--- config.mk ---
export PLATFORM = sky130hd
export DESIGN_NAME = risc_cycle_sequencer
export DESIGN_NICKNAME = d
export VERILOG_FILES = /design/src/rtl/risc_cycle_sequencer.sv
export SDC_FILE = /design/constraint.sdc
export NUM_CORES = 1
export LEC_CHECK = 0
export CAP_MARGIN = 20
export CORE_ASPECT_RATIO = 0.7
export CORE_MARGIN = 2
export CORE_UTILIZATION = 35
export DETAILED_ROUTE_END_ITERATION = 16
export GPL_ROUTABILITY_DRIVEN = 0
export GPL_TIMING_DRIVEN = 0
export SLEW_MARGIN = 20
export SYNTH_ARGS = -nofsm -noshare
export SYNTH_HDL_FRONTEND = slang
export SYNTH_SLANG_ARGS = --single-unit
--- constraint.sdc ---
create_clock -name clk -period 2.15 [get_ports clk]
set_input_delay 0.43 -clock clk [delete_from_list [all_inputs] [get_ports clk]]
set_output_delay 0.43 -clock clk [all_outputs]
set_load 0.02 [all_outputs]
--- src/rtl/risc_cycle_sequencer.sv ---
// Multi-cycle FETCH/DECODE/EXEC/MEM/WB sequencer sharing one memory port; ALU op 4 cycles, load/store 5.
// Stalls in FETCH/MEM until mem_ready; faults after MEM_TIMEOUT wait cycles; ir_load/mdr_load are Mealy on mem_ready.
module risc_cycle_sequencer #(
  parameter int MEM_TIMEOUT = 16,
  parameter int CNT_W       = 32
) (
  input  logic             clk,
  input  logic             rst,
  input  logic             start,
  input  logic             stop_req,
  input  logic             dec_mem_read,
  input  logic             dec_mem_write,
  input  logic             dec_reg_write,
  input  logic             dec_halt,
  input  logic             mem_ready,
  output logic             mem_req,
  output logic             mem_we,
  output logic             mem_addr_sel,
  output logic             ir_load,
  output logic             mdr_load,
  output logic             pc_update,
  output logic             rf_we_en,
  output logic             busy,
  output logic             halted,
  output logic             fault,
  output logic [CNT_W-1:0] retired
);

  typedef enum logic [2:0] {
    S_IDLE, S_FETCH, S_DECODE, S_EXEC, S_MEM, S_WB, S_HALT, S_FAULT
  } state_t;

  localparam logic [7:0] WAIT_LAST = 8'(MEM_TIMEOUT - 1);

  state_t     state;
  state_t     state_nxt;
  logic [7:0] wait_cnt;
  logic       st_q;
  logic       ld_q;
  logic       rw_q;
  logic       st_nxt;
  logic       rw_nxt;
  logic       in_xfer;
  logic       timeout;

  assign in_xfer = (state == S_FETCH) || (state == S_MEM);
  assign timeout = (wait_cnt == WAIT_LAST) && !mem_ready;

  // Access type is captured in EXEC; a simultaneous read+write is a store.
  assign st_nxt = (state == S_EXEC) ? dec_mem_write : st_q;
  assign rw_nxt = (state == S_EXEC) ? dec_reg_write : rw_q;

  assign ir_load  = (state == S_FETCH) && mem_ready && !rst;
  assign mdr_load = (state == S_MEM) && mem_ready && ld_q && !rst;

  always_comb begin
    state_nxt = state;
    case (state)
      S_IDLE:   if (start) state_nxt = S_FETCH;
      S_FETCH:  if (mem_ready) state_nxt = S_DECODE;
                else if (timeout) state_nxt = S_FAULT;
      S_DECODE: state_nxt = S_EXEC;
      S_EXEC:   if (dec_halt) state_nxt = S_HALT;
                else if (dec_mem_read || dec_mem_write) state_nxt = S_MEM;
                else state_nxt = S_WB;
      S_MEM:    if (mem_ready) state_nxt = S_WB;
                else if (timeout) state_nxt = S_FAULT;
      S_WB:     state_nxt = stop_req ? S_IDLE : S_FETCH;
      default:  state_nxt = state;
    endcase
  end

  // Outputs are registered from the next state so they line up with the state they describe.
  always_ff @(posedge clk) begin
    if (rst) begin
      state        <= S_IDLE;
      wait_cnt     <= 8'd0;
      retired      <= '0;
      st_q         <= 1'b0;
      ld_q         <= 1'b0;
      rw_q         <= 1'b0;
      mem_req      <= 1'b0;
      mem_we       <= 1'b0;
      mem_addr_sel <= 1'b0;
      pc_update    <= 1'b0;
      rf_we_en     <= 1'b0;
      busy         <= 1'b0;
      halted       <= 1'b0;
      fault        <= 1'b0;
    end else begin
      state <= state_nxt;
      if (state == S_EXEC) begin
        st_q <= dec_mem_write;
        ld_q <= dec_mem_read && !dec_mem_write;
        rw_q <= dec_reg_write;
      end
      wait_cnt <= (in_xfer && !mem_ready) ? wait_cnt + 8'd1 : 8'd0;
      if (state == S_WB) retired <= retired + CNT_W'(1);
      mem_req      <= (state_nxt == S_FETCH) || (state_nxt == S_MEM);
      mem_we       <= (state_nxt == S_MEM) && st_nxt;
      mem_addr_sel <= (state_nxt == S_MEM);
      pc_update    <= (state_nxt == S_WB);
      rf_we_en     <= (state_nxt == S_WB) && rw_nxt && !st_nxt;
      busy         <= !((state_nxt == S_IDLE) || (state_nxt == S_HALT) || (state_nxt == S_FAULT));
      halted       <= (state_nxt == S_HALT);
      fault        <= (state_nxt == S_FAULT);
    end
  end

endmodule

==> After elaboration in Yosys (flattened, before gate mapping) <==
Index checks and enable logic that the tools add are counted.
{ "totals": {"ram_bits": 0, "mem_bits_ro": 0, "output_inout_bits": 42, "ff_bits": 54, "n_memories": 0, "latch_bits": 0, "inputBits": 9} }
{ "op_classes": {"n_reduce_logical": 24, "div_mod_pow": 0, "order_cmp": 0, "n_addsub": 2, "multipliers": 0, "shift": 0, "eq_ne": 11, "muxes": 10, "bitwise_logic": 1} }
{ "op_table": {"columns": ["operator", "count"], "rows": [
  ["$add A32 B1 Y32 const B", 1],
  ["$eq A3 B3 Y1 const B", 6],
  ["$pmux W3 S6", 1],
  ["$mux W3", 4],
  ["$logic_and A1 B1 Y1", 11],
  ["$add A8 B1 Y8 const B", 1],
  ["$eq A8 B4 Y1 const B", 1],
  ["$eq A3 B1 Y1 const B", 2],
  ["$eq A3 B2 Y1 const B", 2],
  ["$logic_not A3 Y1", 2],
  ["$logic_not A1 Y1", 5],
  ["$logic_or A1 B1 Y1", 5],
  ["$mux W1", 4],
  ["$mux W2", 1],
  ["$reduce_or A2 Y1", 1],
  ["$not A1 Y1", 1]
]} }

==> Logic depth before layout (Yosys ltp) <==
Gate-level depths: netlist of the first run.
{ "depth": {"word_depth": 9, "ltp_mapped": 7, "mapped_depth_nobuf": 6} }

==> Least setup slack after synthesis of the first run <==
Ideal clock, no wire load.
{ "synth_path": {"path_type": "input-to-output", "from": "input port rst", "to": "output port mdr_load", "arrival_ps": 1520, "required_ps": 1720, "n_path_buf": 1, "setup_slack_ps": 200, "cell_stages": 3, "path_cell_list": "clkbuf_1 > nand2b_1 > nor4b_1"} }
{ "synth_via": {"elab_chain_len": 2} }
{ "synth_lines": {"columns": ["element", "line", "rtl"], "rows": [
  ["start, declared", "8", "input logic rst,"],
  ["$logic_not A1 Y1", "54", "assign mdr_load = (state == S_MEM) && mem_ready && ld_q && !rst;"],
  ["$logic_and A1 B1 Y1", "54", null],
  ["end, declared", "20", "output logic mdr_load,"]
]} }
Every way passes these cells.

==> Worst setup path in the final report of the first run <==
{ "layout_path": {"from": "input port mem_ready", "to": "output port mdr_load"} }
{ "layout_via": {"elab_chain_len": 3} }
{ "layout_lines": {"columns": ["element", "line", "rtl"], "rows": [
  ["start, declared", "15", "input logic mem_ready,"],
  ["$logic_and A1 B1 Y1 (3 in a row)", "54", null]
]} }
Every way passes these cells.

==> flow_summary.yaml, run 1 <==
cells_and_area:
  nets: 331
  largest_register_ffs: 32
  syn_to_final_growth_pct: 28.01
  reg_top3: "retired (32), wait_cnt (8), state (3)"
  top_register: "retired"
  utilization: 0.4625
  num-fill-cells: 682
  drive_above_1_share: 0.08438
  antenna_cells: 0
placed_design:
  post-dp-hpwl_mm: 3.921
  place_ws_ns: -0.3697
  port_buffers: 49
clock_network:
  cts.sink_count: 54
  post_cts_buffers: 0
  h-tree-depth: 2
  clock_path_buffers: 2
  cts_buffers: 5
  clkTransAtPathRegs_ns: 0.09
  cts_tree: "done"
  insertion_delay_ns: 0.31
  cts-root-buf: "clkbuf_8"
synth:
  postSynthCellCount: 264
  yosys.cell_types.count: 45
  async_reset_ff_frac: 0
  ys_seq_elements: 54
  ys_top_cells_by_count: "dfxtp_1, nor2_1, xnor2_1"
  synth_top_flop_cell: "dfxtp_1"
  synth.top_cell.area_share: 0.4449
  synth_area_um2: 2430
  yosysMostFrequentCell: "dfxtp_1"
  syn_avg_cell_area_um2: 9.204
  synth-edff-count: 0
  synth-seq-area-share: 0.4449
  synth_fp_nets: 275
  synth_largest_area_cell: "dfxtp_1"
  ys_warn_count: 0
  synthTopCellsByArea: "dfxtp_1, xnor2_1, nor2_1"
critical_path:
  end_kind: "output pin"
  path_class: "input port to output pin"
  critPathLaunchType: "input port"
  critPathMaxFanout: 6
  cp.required_ns: 1.72
  cp.arrival_ns: 1.62
timing:
  timing.final.crit_share: 0.9535
  finalCriticalPeriod_ns: 2.050
  clock_skew_ns: 0.009000
  fin_ws_ns: 0.09991
  fin_tns_setup_ns: 0
  finalSetupViolations: 0
  rsz0062_at_grt: "false"
  max_freq_mhz: 487.8
  hold_viol_final: 0
  slew_headroom: 0.6634
  tightest_slew_ns: 0.4971
  drv_slew: 0
global_route:
  track_usage: 0.1502
  grt_pass1_vias: 1922
  antenna_found_initial: 0
  grt_pass1_wl_mm: 9.301
  overflow: 0
  grt_max_degree: 16
floorplan:
  chipWidth_um: 103.6
  die_h_um: 73.71
  core_um2: 6725
  io_pins: 51
  rows: 25
  initial_utilization: 0.3613
  die-area_um2: 7635
route:
  drt_iter0_drc: 71
  ant_nets: 0
  vias: 2038
  first_pass_iters: 4
  wirelength_mm: 5.417
  avgRoutedWirePerCell_um: 13.08
  viasPerCell: 4.923
  drc: 0
outcome:
  outcome: "finished clean"
min_path:
  hp-class: "flip-flop to flip-flop"
power:
  leakage_nw: 1.022
  ir_worst_vdd_mv: 0.2266
  p_per_area_nw_per_um2: 547.1
run:
  cap_violations: 0
-- report_power, final --
group	switching, W	internal [W]	total, W	leakage (nW)
logic	0.0000765	0.0000586	0.000135	0.543
registers	0.00000547	0.00101	0.00102	0.436
clock network	0.000330	0.000220	0.000550	0.0438
total	0.000412	0.00129	0.00170	1.02
-- critical path: stages --
cell             delay [ns]
clkdlybuf4s50_1        0.58
nand2b_1               0.11
nor4b_1                0.28
buf_2                  0.21
-- per-layer routing --
metal | GRT usage | vias up | part of all wire
met2 | 0.2362 | 42 | 0.42
met1 | 0.2075 | 954 | 0.52
met4 | 0.04054 | 0 | 0.011
met3 | 0.03727 | 8 | 0.050
met5 | 0 | - | 0
li1 | - | 1034 | -
-- stage by stage --
stage	total power [W]	hold slack, ns	cells	cell area (um^2)
3_3_place_gp	0.001175	0.4281	407	3038
5_1_grt	0.001780	0.4727	414	3110
6_report	0.001702	0.4426	414	3110
2_1_floorplan	0.001127	0.4130	264	2430
4_1_cts	0.001719	0.4465	414	3110
3_5_place_dp	0.001176	0.4330	407	3038
-- logic make-up (layout without fill, tap and decap cells) --
group,Yosys count,after routing,share of synthesized area
buffers and inverters,17,73,0.03141
muxes,3,3,0.01236
adders and majority gates,2,2,0.01030
AOI/OAI and AO/OA,26,26,0.07209
and+or+nand+nor,131,131,0.3172
xor gates and xnor gates,31,31,0.1117
DFF,54,54,0.4449
-- cells in the final DEF, fill, tap and decap left out, types with 2 or more instances in the layout --
cell type and count:
a21oi_1 8, and2_1 2, and3_1 5, and4_1 6
buf_2 5, clkbuf_1 6, clkbuf_8 5, clkdlybuf4s50_1 47
clkinv_2 2, dfxtp_1 54, ha_1 2, inv_1 5
mux2i_1 3, nand2_1 15, nand2b_1 4, nand3_1 11
nand3b_1 2, nand4_1 5, nor2_1 38, nor2b_1 4
nor3_1 7, nor3b_1 2, nor4_1 8, nor4_2 7
o21ai_0 7, o311a_1 2, or3_1 7, xnor2_1 23
xor2_1 8
-- cell type report --
type / instances / area, um^2 / area share
clock buffer: 5 / 68.82 / 0.02212
timing repair buffer: 49 / 484.2 / 0.1557
inverter: 5 / 18.77 / 0.006034
tap: 94 / 117.6 / 0.03781
clock inverter: 2 / 10.01 / 0.003218
buffer: 12 / 57.56 / 0.01850
multi-input combinational: 193 / 1272 / 0.4091
sequential: 54 / 1081 / 0.3475
-- repair_timing --
| item | 4_1_cts | 5_1_grt |
|---|---|---|
| endpoints found under the setup margin | 2 | 0 |
| resized for setup | 6 | 0 |
| hold buffers | 0 | 0 |
-- path summary, 6_finish.rpt --
kind / startpoint / endpoint / slack [ns] / cells after the start
worst max register to register: retired[0] / retired[28] / 0.26 / 7
worst max-delay path: mem_ready / mdr_load / 0.1 / 4
worst min-delay path: wait_cnt[0] / wait_cnt[0] / 0.44 / 1
worst min register to register: wait_cnt[0] / wait_cnt[0] / 0.44 / 1
No activity file was read; power rests on OpenSTA's default activity.
==> run 2: changes to the inputs <==
--- a/config.mk
+++ b/config.mk
@@ -6,12 +6,15 @@
 export NUM_CORES = 1
 export LEC_CHECK = 0
 export CAP_MARGIN = 20
+export CELL_PAD_IN_SITES_DETAIL_PLACEMENT = 1
+export CELL_PAD_IN_SITES_GLOBAL_PLACEMENT = 1
 export CORE_ASPECT_RATIO = 0.7
 export CORE_MARGIN = 2
 export CORE_UTILIZATION = 35
 export DETAILED_ROUTE_END_ITERATION = 16
 export GPL_ROUTABILITY_DRIVEN = 0
 export GPL_TIMING_DRIVEN = 0
+export PLACE_DENSITY_LB_ADDON = 0.3
 export SLEW_MARGIN = 20
 export SYNTH_ARGS = -nofsm -noshare
 export SYNTH_HDL_FRONTEND = slang
==> flow_summary.yaml, run 2 (synthesis results as in run 1) <==
outcome:
  outcome: "finished clean"
cells_and_area:
  top_register: "retired"
  multi_input_area_um2: 1279
  reg_top3: "retired (32), wait_cnt (8), state (3)"
  nets: 331
  largest_register_ffs: 32
  utilization: 0.4653
  drive_above_1_share: 0.08723
  syn_to_final_growth_pct: 28.78
  layoutNonFillerInstCount: 415
  final_common_cell: "dfxtp_1"
  register_area_um2: 1081
  final_cell_mix: "dfxtp_1, clkdlybuf4s50_1, nor2_1, xnor2_1, nand2_1"
  antenna_cells: 0
  num-fill-cells: 790
clock_network:
  ctsHoldBuffers: 0
  cts_buffers: 5
  h-tree-depth: 2
  cts.sink_count: 54
  cts-root-buf: "clkbuf_8"
  clock_path_buffers: 2
  cts_tree: "done"
  clkTransAtPathRegs_ns: 0.09
  insertion_delay_ns: 0.30
global_route:
  antenna_found_initial: 0
  grt_pass1_wl_mm: 10.54
  overflow: 0
  grt_max_degree: 16
  grt_pass1_vias: 2139
  track_usage: 0.1731
route:
  wirelength_mm: 6.234
  avgRoutedWirePerCell_um: 15.02
  viasPerCell: 5.072
  vias: 2105
  drc: 0
  ant_nets: 0
  first_pass_iters: 4
  drt_iter0_drc: 53
floorplan:
  core_um2: 6725
  die-area_um2: 7635
  io_pins: 51
  rows: 25
  die_h_um: 73.71
  chipWidth_um: 103.6
  initial_utilization: 0.3613
power:
  ir_worst_vdd_mv: 0.2673
  p_per_area_nw_per_um2: 556.3
  leakage_nw: 1.026
timing:
  drv_slew: 0
  slew_headroom: 0.6539
  rsz0062_at_grt: "false"
  hold_viol_final: 0
  fin_ws_ns: 0.1176
  timing.final.crit_share: 0.9453
  tightest_slew_ns: 0.5191
  max_freq_mhz: 492.0
  finalSetupViolations: 0
  holdWs_ns: 0.4493
  finalCriticalPeriod_ns: 2.032
  clock_skew_ns: 0.007302
critical_path:
  critPathMaxFanout: 6
  path_class: "input port to output pin"
  critPathLaunchType: "input port"
  cp.arrival_ns: 1.60
  cp.required_ns: 1.72
  end_kind: "output pin"
placed_design:
  place_ws_ns: -0.3292
  post-place-cells: 407
  post-dp-hpwl_mm: 4.701
  port_buffers: 49
min_path:
  hp-class: "flip-flop to flip-flop"
run:
  cap_violations: 0
[run 2: cell types whose count changed in the layout (fill, tap and decap cells not counted), sizes merged]
cell,change
clkinv,-1
clkbuf,+3
buf,-1
[run 2: through the flow]
stage	TNS [ns]	total power, W	cell area (um^2)
global route	0	0.001814	3129
floorplan	0	0.001127	2430
finish	0	0.001741	3129
detailed placement	-0.5906	0.001182	3038
CTS	0	0.001759	3127
global placement	-0.5416	0.001177	3038
[run 2: path summary, 6_finish.rpt]
path	startpoint	to	slack, ns	cells after the start
setup reg to reg	retired[1]	retired[28]	0.22	7
hold reg to reg	wait_cnt[0]	wait_cnt[0]	0.45	1
setup / recovery	mem_ready	ir_load	0.12	4
hold / removal	wait_cnt[0]	wait_cnt[0]	0.45	1
[run 2: timing repair]
item,4_1_cts,5_1_grt
buffers inserted,0,0
pin swaps,0,0
setup endpoints to repair,2,1
gates resized for setup,4,2
[run 2: report_power, final]
part           total, W  switching (W)  internal, W
sequential      0.00102     0.00000582      0.00101
clock          0.000584       0.000324     0.000261
combinational  0.000139      0.0000804    0.0000587
total           0.00174       0.000410      0.00133
[run 2: per-layer routing]
metal | GRT usage | vias up | part of all wire
li1 | - | 1037 | -
met1 | 0.2419 | 1018 | 0.52
met2 | 0.2737 | 41 | 0.42
met3 | 0.03461 | 9 | 0.043
met4 | 0.05105 | 0 | 0.014
met5 | 0 | - | 0
[run 2: area by class of cell]
cell class              count  area share
well taps                  94     0.03759
multi-input cells         193      0.4086
plain buffers              12     0.01839
clock inverters             1    0.001599
clock buffers               7     0.02759
inverters                   5    0.005998
repair buffers             49      0.1547
flip-flops and latches     54      0.3455
[run 2: worst max-delay path: stages]
cell,delay (ns)
clkdlybuf4s50_1,0.58
nand2b_1,0.12
nor3_1,0.12
dlygate4sd2_1,0.35
==> edit 1: new RTL, settings of run 1 <==
`CNT_W`: 32 -> 16.
--- a/src/rtl/risc_cycle_sequencer.sv
+++ b/src/rtl/risc_cycle_sequencer.sv
@@ -3,5 +3,5 @@
 module risc_cycle_sequencer #(
   parameter int MEM_TIMEOUT = 16,
-  parameter int CNT_W       = 32
+  parameter int CNT_W       = 16
 ) (
   input  logic             clk,
Ports: changed (resized retired); port bits go from 51 to 35. The function was not compared with the original's and may differ.
==> edit 1 against run 1 <==
The flow now finishes with violations (design-rule violations). Synthesized cell count decreased by 32%. Synthesized area fell by 33%. Sequential cell count decreased by 16. Routed wire length shrank 40%. Sequential power is 29% lower. Cell area fell by 30%. Power down 6.4%. Worst setup slack lost 0.018 ns.
==> edit 1: results <==
group,metric,value,unit
grt,grtUsageMet3,0.0442,
status,status,"finished, violations left",
final_layout,fin_nets,231,
synthesis,ys_seq_area_frac,0.465,
power_and_ir_drop,comb_cell_power,0.122,mW
worst_setup_path,r2r_cells,6,
grt,grt_usage,0.136,
sta,skew,0.00657,ns
worst_setup_path,r2r_slack,0.30,ns
grt,grt_max_degree,13,
placed_design,dp_cells,268,
placed_design,io_buffer_count,33,
route,drc,1,
power_and_ir_drop,p_sw,0.326,mW
final_layout,numSequentialCells,38,
clock_tree,clk_latency,0.29,ns
clock_tree,path_clk_slew,0.07,ns
route,drt_wl_total,3250,um
route,dr.pass1.iters,12,
synthesis,synth_fa_ha_area_frac,0.0153,
synthesis,synth-xor-area-share,0.102,
synthesis,ys_types,41,
power_and_ir_drop,swShare,0.204,
sta,whs,0.453,ns
placed_design,dp_hpwl,2370,um
route,wl_met2,1200,um
power_and_ir_drop,seqPwrFrac,0.452,
worst_setup_path,arrival,1.64,ns
die,die_area,5250,um2
final_layout,clock_buffers,6,
status,violations,"design-rule violations",
final_layout,clock_area_frac,0.0656,
worst_setup_path,r2r_end,"retired[14]$_SDFFE_PP0N_",
synthesis,synthMuxAreaShare,0.0122,
final_layout,fillers,444,
power_and_ir_drop,p_leak,0.805,nW
grt,grt_use_met1,0.207,
synthesis,synth_area_leaders,"dfxtp_1, nor2_1, xnor2_1",
final_layout,drive_above_1_share,0.0995,
[edit 1: cell types whose count changed after synthesis, sizes merged, moves of 3 or more]
cell,before,now
nand4,7,2
buf,6,3
or3,7,3
or2,1,4
nor4,15,2
nand3,11,7
nor2,38,34
o21ai,8,3
nand2,15,10
dfxtp,54,38
and3,5,2
xnor2,23,11
and4,6,1
[edit 1: what timing repair did]
action / CTS / global route
gates resized for setup: 3 / 3
setup endpoints to repair: 2 / 1
setup buffers: 0 / 0
pin swaps: 0 / 0
[edit 1: how the worst max path moves through the flow]
stage                            start                        to  slack (ns)  depth (start not counted)
6_report                     mem_ready                   ir_load        0.08                          4
4_1_cts                      mem_ready                  mdr_load        0.07                          4
3_3_place_gp                 mem_ready                  mdr_load       -0.26                          4
2_1_floorplan  retired[0]$_SDFFE_PP0N_  retired[14]$_SDFFE_PP0N_        0.47                          6
3_5_place_dp                 mem_ready                  mdr_load       -0.20                          4
5_1_grt                      mem_ready                   ir_load        0.02                          4
==> edit 2: new RTL, settings of run 1 <==
Without the edit above. Encoding of `state_t`: now Gray code (3 bits for 8 states).
--- a/src/rtl/risc_cycle_sequencer.sv
+++ b/src/rtl/risc_cycle_sequencer.sv
@@ -28,5 +28,5 @@
 
   typedef enum logic [2:0] {
-    S_IDLE, S_FETCH, S_DECODE, S_EXEC, S_MEM, S_WB, S_HALT, S_FAULT
+    S_IDLE = 3'b000, S_FETCH = 3'b001, S_DECODE = 3'b011, S_EXEC = 3'b010, S_MEM = 3'b110, S_WB = 3'b111, S_HALT = 3'b101, S_FAULT = 3'b100
   } state_t;
 
Check against the original RTL: no difference found for any inputs over 10 cycles, from zero or initial values and one cycle with rst high; not proved beyond that.
==> edit 2 against run 1 <==
Largest cell class unchanged. Clock power rose by 29%. Routed wire length rose by 0.30%. Synthesized area rose by 0.82%. Cell area rose by 2.9%. Critical path type is now register to output pin. Power rose by 16%. Combinational power rose by 72%. Worst setup slack improved by 0.036 ns. Sequential cell count did not move.
==> edit 2: results <==
group,metric,value,unit
sta,slew_headroom,0.643,
status,status,"finished clean",
synthesis,synth_area_leaders,"dfxtp_1, xnor2_1, nor2_1",
clock_tree,clk_latency,0.31,ns
power_and_ir_drop,ir_drop,0.287,mV
final_layout,largest_register_ffs,32,
placed_design,dp_hpwl,3880,um
grt,grt_usage,0.149,
worst_setup_path,crit_slowest_cell,"dfxtp_1",
grt,grt_pass1_vias,1783,
min_path,whs_path_depth,1,
worst_setup_path,arrival,1.58,ns
synthesis,synthTopCellsByCount,"dfxtp_1, nor2_1, xnor2_1",
route,drt_iter0_drc,44,
clock_tree,h-tree-depth,2,
final_layout,drive_above_1_share,0.107,
synthesis,ys_types,40,
clock_tree,numCtsBuffers,5,
sta,skew,0.00975,ns
power_and_ir_drop,p_leak,1.08,nW
final_layout,syn_to_final_growth,30.6,%
route,drt_wl_total,5430,um
grt,grt_pass1_wl,8980,um
synthesis,synth_fp_nets,278,
clock_tree,cts_root_buf,"clkbuf_8",
final_layout,fin_nets,338,
worst_setup_path,cp_max_fo,10,
placed_design,io_buffer_count,49,
synthesis,ys_seq_area_frac,0.441,
worst_setup_path,slowest_delay,0.33,ns
worst_setup_path,r2r_cells,6,
route,vias,1983,
final_layout,fillers,658,
## edit 2: cell types whose count changed after synthesis, sizes merged, moves of 4 or more
cell / before / now
nor2: 38 / 47
xor2: 8 / 12
o21ai: 8 / 3
nor4: 15 / 6
nor3: 7 / 15
## edit 2: area by class of cell
cell class | instances | area (um2) | area share
inverter | 8 | 30.0 | 0.00939
tap | 94 | 118 | 0.0368
clock buffer | 6 | 82.6 | 0.0258
timing repair buffer | 53 | 510 | 0.160
clock inverter | 1 | 30.0 | 0.00939
buffer | 13 | 65.1 | 0.0203
multi-input combinational | 192 | 1280 | 0.401
sequential | 54 | 1080 | 0.338
## edit 2: layer usage
metal | vias up | routed length (um) | track usage | part of all wire
li1 | 1032 | - | - | -
met1 | 904 | 2890 | 0.220 | 0.53
met2 | 42 | 2220 | 0.205 | 0.41
met3 | 5 | 262 | 0.0500 | 0.048
met4 | 0 | 67 | 0.0450 | 0.012
met5 | - | 0 | 0 | 0
## edit 2: kinds of logic after synthesis
family	synth area share
adder cells (fa/ha/maj)	0.0102
AND/OR/NAND/NOR	0.317
buffers and inverters	0.0383
AO/OA/AOI/OAI	0.0516
multiplexers	0.0163
flip-flops	0.441
XOR/XNOR	0.125
## edit 2: report_power, final
part	total [mW]	leakage, nW	switching, mW	internal (mW)
sequential	1.03	0.436	0.00876	1.02
combinational	0.232	0.582	0.132	0.100
clock	0.707	0.0573	0.333	0.373
total	1.97	1.08	0.474	1.49
## edit 2: what timing repair did
action | in CTS | in global routing
gates resized for setup | 10 | 2
endpoints found under the setup margin | 2 | 5
hold buffers | 0 | 0
buffers inserted | 0 | 4
pin swaps | 0 | 1
## edit 2: worst max-delay path, delay by kind of cell, from the launching register on
| kind | cells | cell delay, ns |
|---|---|---|
| AND/OR/NAND/NOR | 3 | 0.55 |
| buffers and inverters | 2 | 0.39 |
| flip-flops | 1 | 0.33 |
## edit 2: per-stage QoR
stage	worst slack (ns)	area (um2)	setup TNS, ns	std cells	hold WS, ns
finish	0.136	3200	0	421	0.445
detailed placement	-0.296	3060	-0.878	410	0.433
floorplan	0.223	2450	0	267	0.413
global route	0.00974	3200	0	421	0.469
CTS	0.00187	3180	0	417	0.450
global placement	-0.300	3060	-0.887	410	0.424
## edit 2: worst paths after layout
path | startpoint | end | slack [ns]
max | state[1]$_SDFF_PP0_ | mdr_load | 0.14
min | wait_cnt[0]$_SDFF_PP0_ | wait_cnt[0]$_SDFF_PP0_ | 0.44
max reg2reg | wait_cnt[0]$_SDFF_PP0_ | mem_we$_SDFF_PP0_ | 0.17
min reg2reg | wait_cnt[0]$_SDFF_PP0_ | wait_cnt[0]$_SDFF_PP0_ | 0.44
